**config.mk**
```make
export PLATFORM = sky130hd
export DESIGN_NAME = seq_bit_streamer_flat
export DESIGN_NICKNAME = d
export VERILOG_FILES = /design/src/rtl/seq_bit_streamer_if.sv /design/src/rtl/seq_bit_streamer.sv /design/src/flat_wrapper.sv
export SDC_FILE = /design/constraint.sdc
export NUM_CORES = 1
export LEC_CHECK = 0
export CAP_MARGIN = 20
export CORE_MARGIN = 2
export CORE_UTILIZATION = 30
export CTS_CLUSTER_DIAMETER = 60
export DETAILED_ROUTE_END_ITERATION = 6
export HOLD_SLACK_MARGIN = 0.15
export SYNTH_ARGS = -nofsm -noshare
export SYNTH_HDL_FRONTEND = slang
export SYNTH_SLANG_ARGS = --single-unit
```
**constraint.sdc**
```tcl
create_clock -name clk -period 2 [get_ports clk]
set_input_delay 0.4 -clock clk [delete_from_list [all_inputs] [get_ports clk]]
set_output_delay 0.4 -clock clk [all_outputs]
set_load 0.01 [all_outputs]
```
**src/rtl/seq_bit_streamer_if.sv**
```systemverilog
// rtl/seq_bit_streamer_if.sv - word handshake between a producer and seq_bit_streamer
interface seq_bit_streamer_if #(
    parameter int WIDTH = 8
);
    logic [WIDTH-1:0] in_data;
    logic             in_valid;
    logic             in_ready;

    modport master (output in_data, output in_valid, input in_ready);
    modport slave  (input in_data, input in_valid, output in_ready);
endinterface

```
**src/rtl/seq_bit_streamer.sv**
```systemverilog
// rtl/seq_bit_streamer.sv - parallel-to-serial front end feeding the sequence detector
module seq_bit_streamer #(
    parameter int WIDTH     = 8,
    parameter bit MSB_FIRST = 1'b1
) (
    input  logic              clk,
    input  logic              reset,
    seq_bit_streamer_if.slave in_if,
    input  logic              hold,
    output logic              x,
    output logic              enable,
    output logic              word_done,
    output logic              busy
);
    localparam int            CW   = $clog2(WIDTH);
    localparam logic [CW-1:0] LAST = CW'(WIDTH - 1);

    typedef enum logic {
        IDLE  = 1'b0,
        SHIFT = 1'b1
    } state_t;

    state_t           state_q, state_d;
    logic [WIDTH-1:0] buf_q, buf_d;
    logic [WIDTH-1:0] sh_q, sh_d;
    logic [CW-1:0]    cnt_q, cnt_d;
    logic             buf_full_q, buf_full_d;
    logic             ready_q, ready_d;
    logic             x_q, x_d;
    logic             enable_q, enable_d;

    logic             accept;
    logic             load;
    logic             buf_head, sh_head;
    logic [WIDTH-1:0] buf_rest, sh_rest;

    // Outgoing bit and remaining bits of the buffer and the shifter, in the configured bit order.
    always_comb begin
        if (MSB_FIRST) begin
            buf_head = buf_q[WIDTH-1];
            buf_rest = buf_q << 1;
            sh_head  = sh_q[WIDTH-1];
            sh_rest  = sh_q << 1;
        end else begin
            buf_head = buf_q[0];
            buf_rest = buf_q >> 1;
            sh_head  = sh_q[0];
            sh_rest  = sh_q >> 1;
        end
    end

    // Handshake into the buffer, buffer-to-shifter transfer and per-bit stepping.
    always_comb begin
        state_d    = state_q;
        buf_d      = buf_q;
        buf_full_d = buf_full_q;
        sh_d       = sh_q;
        cnt_d      = cnt_q;
        x_d        = x_q;
        enable_d   = 1'b0;
        load       = 1'b0;
        accept     = in_if.in_valid & ready_q;

        // ready_q is only high while the buffer is empty, so accept and load never coincide.
        if (accept) begin
            buf_d      = in_if.in_data;
            buf_full_d = 1'b1;
        end

        case (state_q)
            IDLE: begin
                if (buf_full_q && !hold) begin
                    load = 1'b1;
                end
            end
            SHIFT: begin
                if (!hold) begin
                    if (cnt_q == LAST) begin
                        if (buf_full_q) begin
                            load = 1'b1;
                        end else begin
                            state_d = IDLE;
                        end
                    end else begin
                        cnt_d    = cnt_q + 1'b1;
                        x_d      = sh_head;
                        sh_d     = sh_rest;
                        enable_d = 1'b1;
                    end
                end
            end
            default: state_d = IDLE;
        endcase

        if (load) begin
            state_d    = SHIFT;
            buf_full_d = 1'b0;
            cnt_d      = '0;
            x_d        = buf_head;
            sh_d       = buf_rest;
            enable_d   = 1'b1;
        end

        ready_d = ~buf_full_d;
    end

    // State registers; reset discards both the partial word and the buffered word at once.
    always_ff @(posedge clk or negedge reset) begin
        if (!reset) begin
            state_q    <= IDLE;
            buf_q      <= '0;
            buf_full_q <= 1'b0;
            sh_q       <= '0;
            cnt_q      <= '0;
            ready_q    <= 1'b0;
            x_q        <= 1'b0;
            enable_q   <= 1'b0;
        end else begin
            state_q    <= state_d;
            buf_q      <= buf_d;
            buf_full_q <= buf_full_d;
            sh_q       <= sh_d;
            cnt_q      <= cnt_d;
            ready_q    <= ready_d;
            x_q        <= x_d;
            enable_q   <= enable_d;
        end
    end

    assign in_if.in_ready = ready_q;
    assign x              = x_q;
    assign enable         = enable_q;
    assign word_done      = enable_q & (cnt_q == LAST);
    assign busy           = (state_q == SHIFT) | buf_full_q;
endmodule
```
**src/flat_wrapper.sv**
```systemverilog
// flat-port wrapper written by rule: the top's interface ports become plain ports
module seq_bit_streamer_flat 
#(
    parameter int WIDTH     = 8,
    parameter bit MSB_FIRST = 1'b1
)
  (clk, reset, hold, x, enable, word_done, busy, in_if_in_data, in_if_in_valid, in_if_in_ready);
  seq_bit_streamer_if #(.WIDTH(WIDTH)) in_if_i ();
  input  logic clk;
  input  logic reset;
  input  logic hold;
  output logic x;
  output logic enable;
  output logic word_done;
  output logic busy;
  input wire logic [$bits(in_if_i.in_data)-1:0] in_if_in_data;
  input wire logic [$bits(in_if_i.in_valid)-1:0] in_if_in_valid;
  output wire logic [$bits(in_if_i.in_ready)-1:0] in_if_in_ready;
  assign in_if_i.in_data = in_if_in_data;
  assign in_if_i.in_valid = in_if_in_valid;
  assign in_if_in_ready = in_if_i.in_ready;
  seq_bit_streamer #(.WIDTH(WIDTH), .MSB_FIRST(MSB_FIRST)) u_core (.clk(clk), .reset(reset), .in_if(in_if_i), .hold(hold), .x(x), .enable(enable), .word_done(word_done), .busy(busy));
endmodule
```
---- After elaboration in Yosys (flattened, before gate mapping) ----
Index checks and enable logic that the tools add are counted.
Widths: inputs -> output; s select.
storage, ports and cells
  bits in registers ....................... 24
  bits of input ports ..................... 12
  logic and storage cells ................. 48
  output and inout bits ................... 5
cells by class
  reductions and logical operators ........ 4
  $add $sub $neg .......................... 1
  multiplexer cells ....................... 27
  bitwise logic cells ..................... 5
  eq/ne operators ......................... 3
operators with widths
  kind                 count
  $mux 8               4
  $mux 1               18
  $mux 3               4
  $ne 2x1->1 const B   2
  $add 3x1->3 const B  1
  $eq 3x3->1 const B   1
  $reduce_and 3->1     1
  $and 1x1->1          2
  $not 1->1            2
  $pmux 1 s2           1
  $reduce_bool 2->1    1
  $logic_and 1x1->1    1
  $logic_not 1->1      1
  $or 1x1->1           1

---- Longest topological paths before layout ----
  depth after elaboration ................. 6
  gate-level depth with buffers ........... 7
  depth with buffers taken out ............ 5

---- Worst setup path after synthesis ----
Ideal clock, no wire load.
  path kind ............................... flip-flop to flip-flop
  start ................................... register u_core.cnt_q[0]
  end ..................................... register u_core.cnt_q[2]
  path slack .............................. 0.354 ns
  period minus slack after synthesis ...... 1.646 ns
  setup time .............................. 0.121 ns
  path buffers ............................ 2
  required time ........................... 1.879 ns
  cell stages (with the launch flop) ...... 8
  arrival time ............................ 1.525 ns
  path through ............................ dfrtp_1 > ha_1 > ha_1 > nand2b_4 > buf_6 > a21o_1 > buf_6 > a22o_1
on the way
  longest elaborated chain between the ends .. 6
  elaborated cells on any way between the ends .. 13
  those cells by class .................... add/sub (1); eq/ne (3); mux (7); reduce/logical (2)
ends and longest elaborated chain
  what                                                                     RTL line                 source
  start: declaration                                                       seq_bit_streamer.sv:26   logic [CW-1:0] cnt_q, cnt_d;
  start signal: assignment                                                 seq_bit_streamer.sv:123  cnt_q <= cnt_d;
  $eq 3x3->1                                                               seq_bit_streamer.sv:78   if (cnt_q == LAST) begin
  $mux 1                                                                   seq_bit_streamer.sv:78
  $mux 1                                                                   seq_bit_streamer.sv:77   if (!hold) begin
  $pmux 1 s2                                                               seq_bit_streamer.sv:70   case (state_q)
  $ne 2x1->1 (no source line) / $reduce_bool 2->1 (equally long branches)  --
  $reduce_and 3->1 (no source line)                                        --
Several ways; a longest one is shown, not always the timed one. The select of a mux whose other input is x is not followed.
A chain may end at the register's enable or synchronous reset.

---- Worst setup path after layout ----
  start ................................... register u_core.state_q
  end ..................................... output busy
on the way
  longest elaborated chain between the ends .. 1
ends and longest elaborated chain
  what                      RTL line                 source
  start: declaration        seq_bit_streamer.sv:23   state_t state_q, state_d;
  start signal: assignment  seq_bit_streamer.sv:119  state_q <= state_d;
  $or 1x1->1                seq_bit_streamer.sv:134  assign busy = (state_q == SHIFT) | buf_full_q;
  end: declaration          flat_wrapper.sv:15       output logic busy;
Every way passes these cells.

==> run summary <==
Status -> complete, no violations
Cell family with most CP delay -> buffers and inverters
Final Hold Slack -> 407.0 ps
GRT met3 Usage -> 3.243%
Area of the multi-input gates -> 401.6 um^2
Ys async rst share -> 100.0%
Critical path peak fanout -> 2
Kind of critical path -> flip-flop to output pin
R2R Setup Slk -> 270 ps
Pwr dens -> 1257 nW/um^2
Sequential area share after synthesis -> 56.17%
Die Wd -> 62.45 um
Final Critical Period -> 1921 ps
Port bufs -> 16
Syn_nets -> 94
Post-DRT Antenna Nets -> 0
Yosys Warn Count -> 0
Share of cells above drive strength 1 -> 22.77%
Reg-to-Reg End -> u_core.cnt_q[0]
Fill cells -> 347
Bufs on Longest Clock Path -> 2
Boundary pin count -> 17
CP cell instances -> or2_2 -> clkdlybuf4s50_1
Commonest non-fill, non-tap cell in the layout -> dfrtp_1
Max_cap viols -> 0
Crit path DAT -> 1520 ps
Slew Viols, Final -> 0
Crit start category -> flip-flop
Clk slew on worst S/H paths -> 140 ps
Synthesized flop and latch total -> 23
Max stage delay cell, worst path -> clkdlybuf4s50_1
Met2 usage -> 19.49%
Buf/Inv on CP -> 1
Slowest stage delay, CP -> 480 ps
First-pass GRT wire length -> 3.663 mm
Vias/cell -> 4.918
Clock skew -> 16.94 ps
Initial Util -> 30.95%
Critical path capture point type -> output pin
Layout Area Growth over Synthesis -> 25.40%
Via Count -> 723
Worst relative slew slack -> 73.12%
Avg Cell Area, Syn -> 12.81 um^2
Final setup viols -> 0
Cts hold-fix bufs -> 0
Pwr Total -> 1.615 mW
Layout Nets -> 116
CTS buffer count -> 3
Die H -> 62.45 um
Number of global-route vias before repair -> 764
Number of core rows -> 21
DRC -> 0
Core ar. -> 3311 um^2
TNS Setup -> 0 ps
Mapped Cells -> 80
GRT Util Overall -> 11.75%
First-pass DRT Iterations -> 4
CTS HTree Levels -> 1
Main synth FF type -> dfrtp_1
Reg2Reg Depth -> 5
Util after Layout -> 38.81%
1st-iter DRT viols -> 21
Fmax achieved -> 520.6 MHz
Avg WL per Cell -> 14.18 um
Busiest grt layer -> met2
Worst-Skew Late Latency -> 320 ps
Post-Syn Area -> 1025 um^2
Unrepaired setup endpoints after global routing -> no
Min-delay worst type -> input port to async pin
RD Place Congestion -> 0.7647
Most frequent cells in the layout -> 23 x dfrtp_1, 15 x clkdlybuf4s50_1, 9 x mux2_2
Total Wirelength -> 2.085 mm
Setup slack after layout -> 79.20 ps
Antenna violations before repair -> 0
Root Driver -> clkbuf_4
EDFF count, synth -> 0
Fin. Hold Viols -> 0
Grt total ovfl -> 0
CTS tree -> built
# diodes -> 0
Clock Sinks -> 23
FF/Latch Area -> 575.6 um^2
WP data required -> 1600 ps
Unique masters post-synth -> 21
Final Cycle Share -> 96.04%
Worst Max-Slew Pin Slew -> 402.2 ps
Placement Setup Slack -> 210.4 ps
R2R Path Start -> u_core.cnt_q[0]
Hpwl dp -> 1.421 mm
Largest net degree at the start of global routing -> 24
Max IR drop VDD -> 0.4789 mV
Die Area -> 3899 um^2
Leak -> 0.5697 nW
Met1 usage in global routing -> 15.19%
[timing repair]
item,CTS,global route
endpoints found under the setup margin,1,1
buffers inserted,1,1
gates resized for setup,1,1
[worst register-to-register path: stages (launching register included)]
cell and delay [ps]:
dfrtp_1 410, ha_1 200, ha_2 180, nand2b_4 180
a21o_1 340, mux2_2 320
[power by group]
| group | total (mW) | switching (mW) | internal [mW] |
|---|---|---|---|
| Combinational | 0.623 | 0.275 | 0.347 |
| Sequential | 0.774 | 0.113 | 0.661 |
| Clock | 0.218 | 0.144 | 0.0747 |
[metrics by stage]
| stage | cells | area (um^2) |
|---|---|---|
| after floorplan | 80 | 1025 |
| final | 147 | 1285 |
| after detailed placement | 141 | 1241 |
| after global placement | 141 | 1241 |
| after global routing | 147 | 1285 |
| after CTS | 146 | 1275 |
[how the worst max path moves through the flow]
stage	from	end	slack, ps	cells after the start
after floorplan	u_core.cnt_q[0]	u_core.cnt_q[2]	350	7
after global placement	u_core.cnt_q[0]	word_done	230	4
after detailed placement	u_core.cnt_q[0]	word_done	210	4
after CTS	u_core.cnt_q[0]	word_done	50	4
after global routing	u_core.state_q	busy	20	2
final	u_core.state_q	busy	80	2
[routing by layer]
| metal | vias up | routed length (um) |
|---|---|---|
| met5 | - | 0 |
| met4 | 0 | 29 |
| met3 | 4 | 82 |
| met2 | 17 | 1036 |
| met1 | 368 | 936 |
| li1 | 334 | - |
[sequential cells by signal, indices dropped and copies added, names as in the netlist]
name / flops
u_core.state_q: 1
u_core.buf_q: 8
u_core.enable: 1
u_core.x: 1
u_core.sh_q: 7
u_core.in_if.in_ready: 1
u_core.cnt_q: 3
u_core.buf_full_q: 1
[kinds of logic (layout without fill, tap and decap cells)]
family          count (synthesis)  count (layout)  synth area share, %
compound gates                 23              23                16.36
flops                          23              23                56.17
simple gates                   14              14                10.26
mux                             9               9                9.890
buf+inv                         9              30                4.883
fa+ha+maj                       2               2                2.442
[layout make-up]
cell class,instances,area share (%)
clock inverters,1,0.3895
well taps,46,4.479
multi-input cells,48,31.26
clock buffers,3,1.753
inverters,3,0.8763
flip-flops and latches,23,44.79
repair buffers,23,16.46
[Yosys cell counts, types with 2 or more instances]
| cell type | count | area share [%] |
|---|---|---|
| dfrtp_1 | 23 | 56 |
| mux2_2 | 9 | 9.9 |
| a31oi_1 | 7 | 4.3 |
| and3b_1 | 7 | 6.0 |
| o2bb2ai_1 | 7 | 6.0 |
| o21ai_0 | 4 | 2.0 |
| clkbuf_1 | 3 | 1.1 |
| inv_1 | 3 | 1.1 |
| a22o_1 | 2 | 1.7 |
| buf_6 | 2 | 2.2 |
| ha_1 | 2 | 2.4 |
| nor2_1 | 2 | 0.73 |
Power figures use the tool's default switching activity.
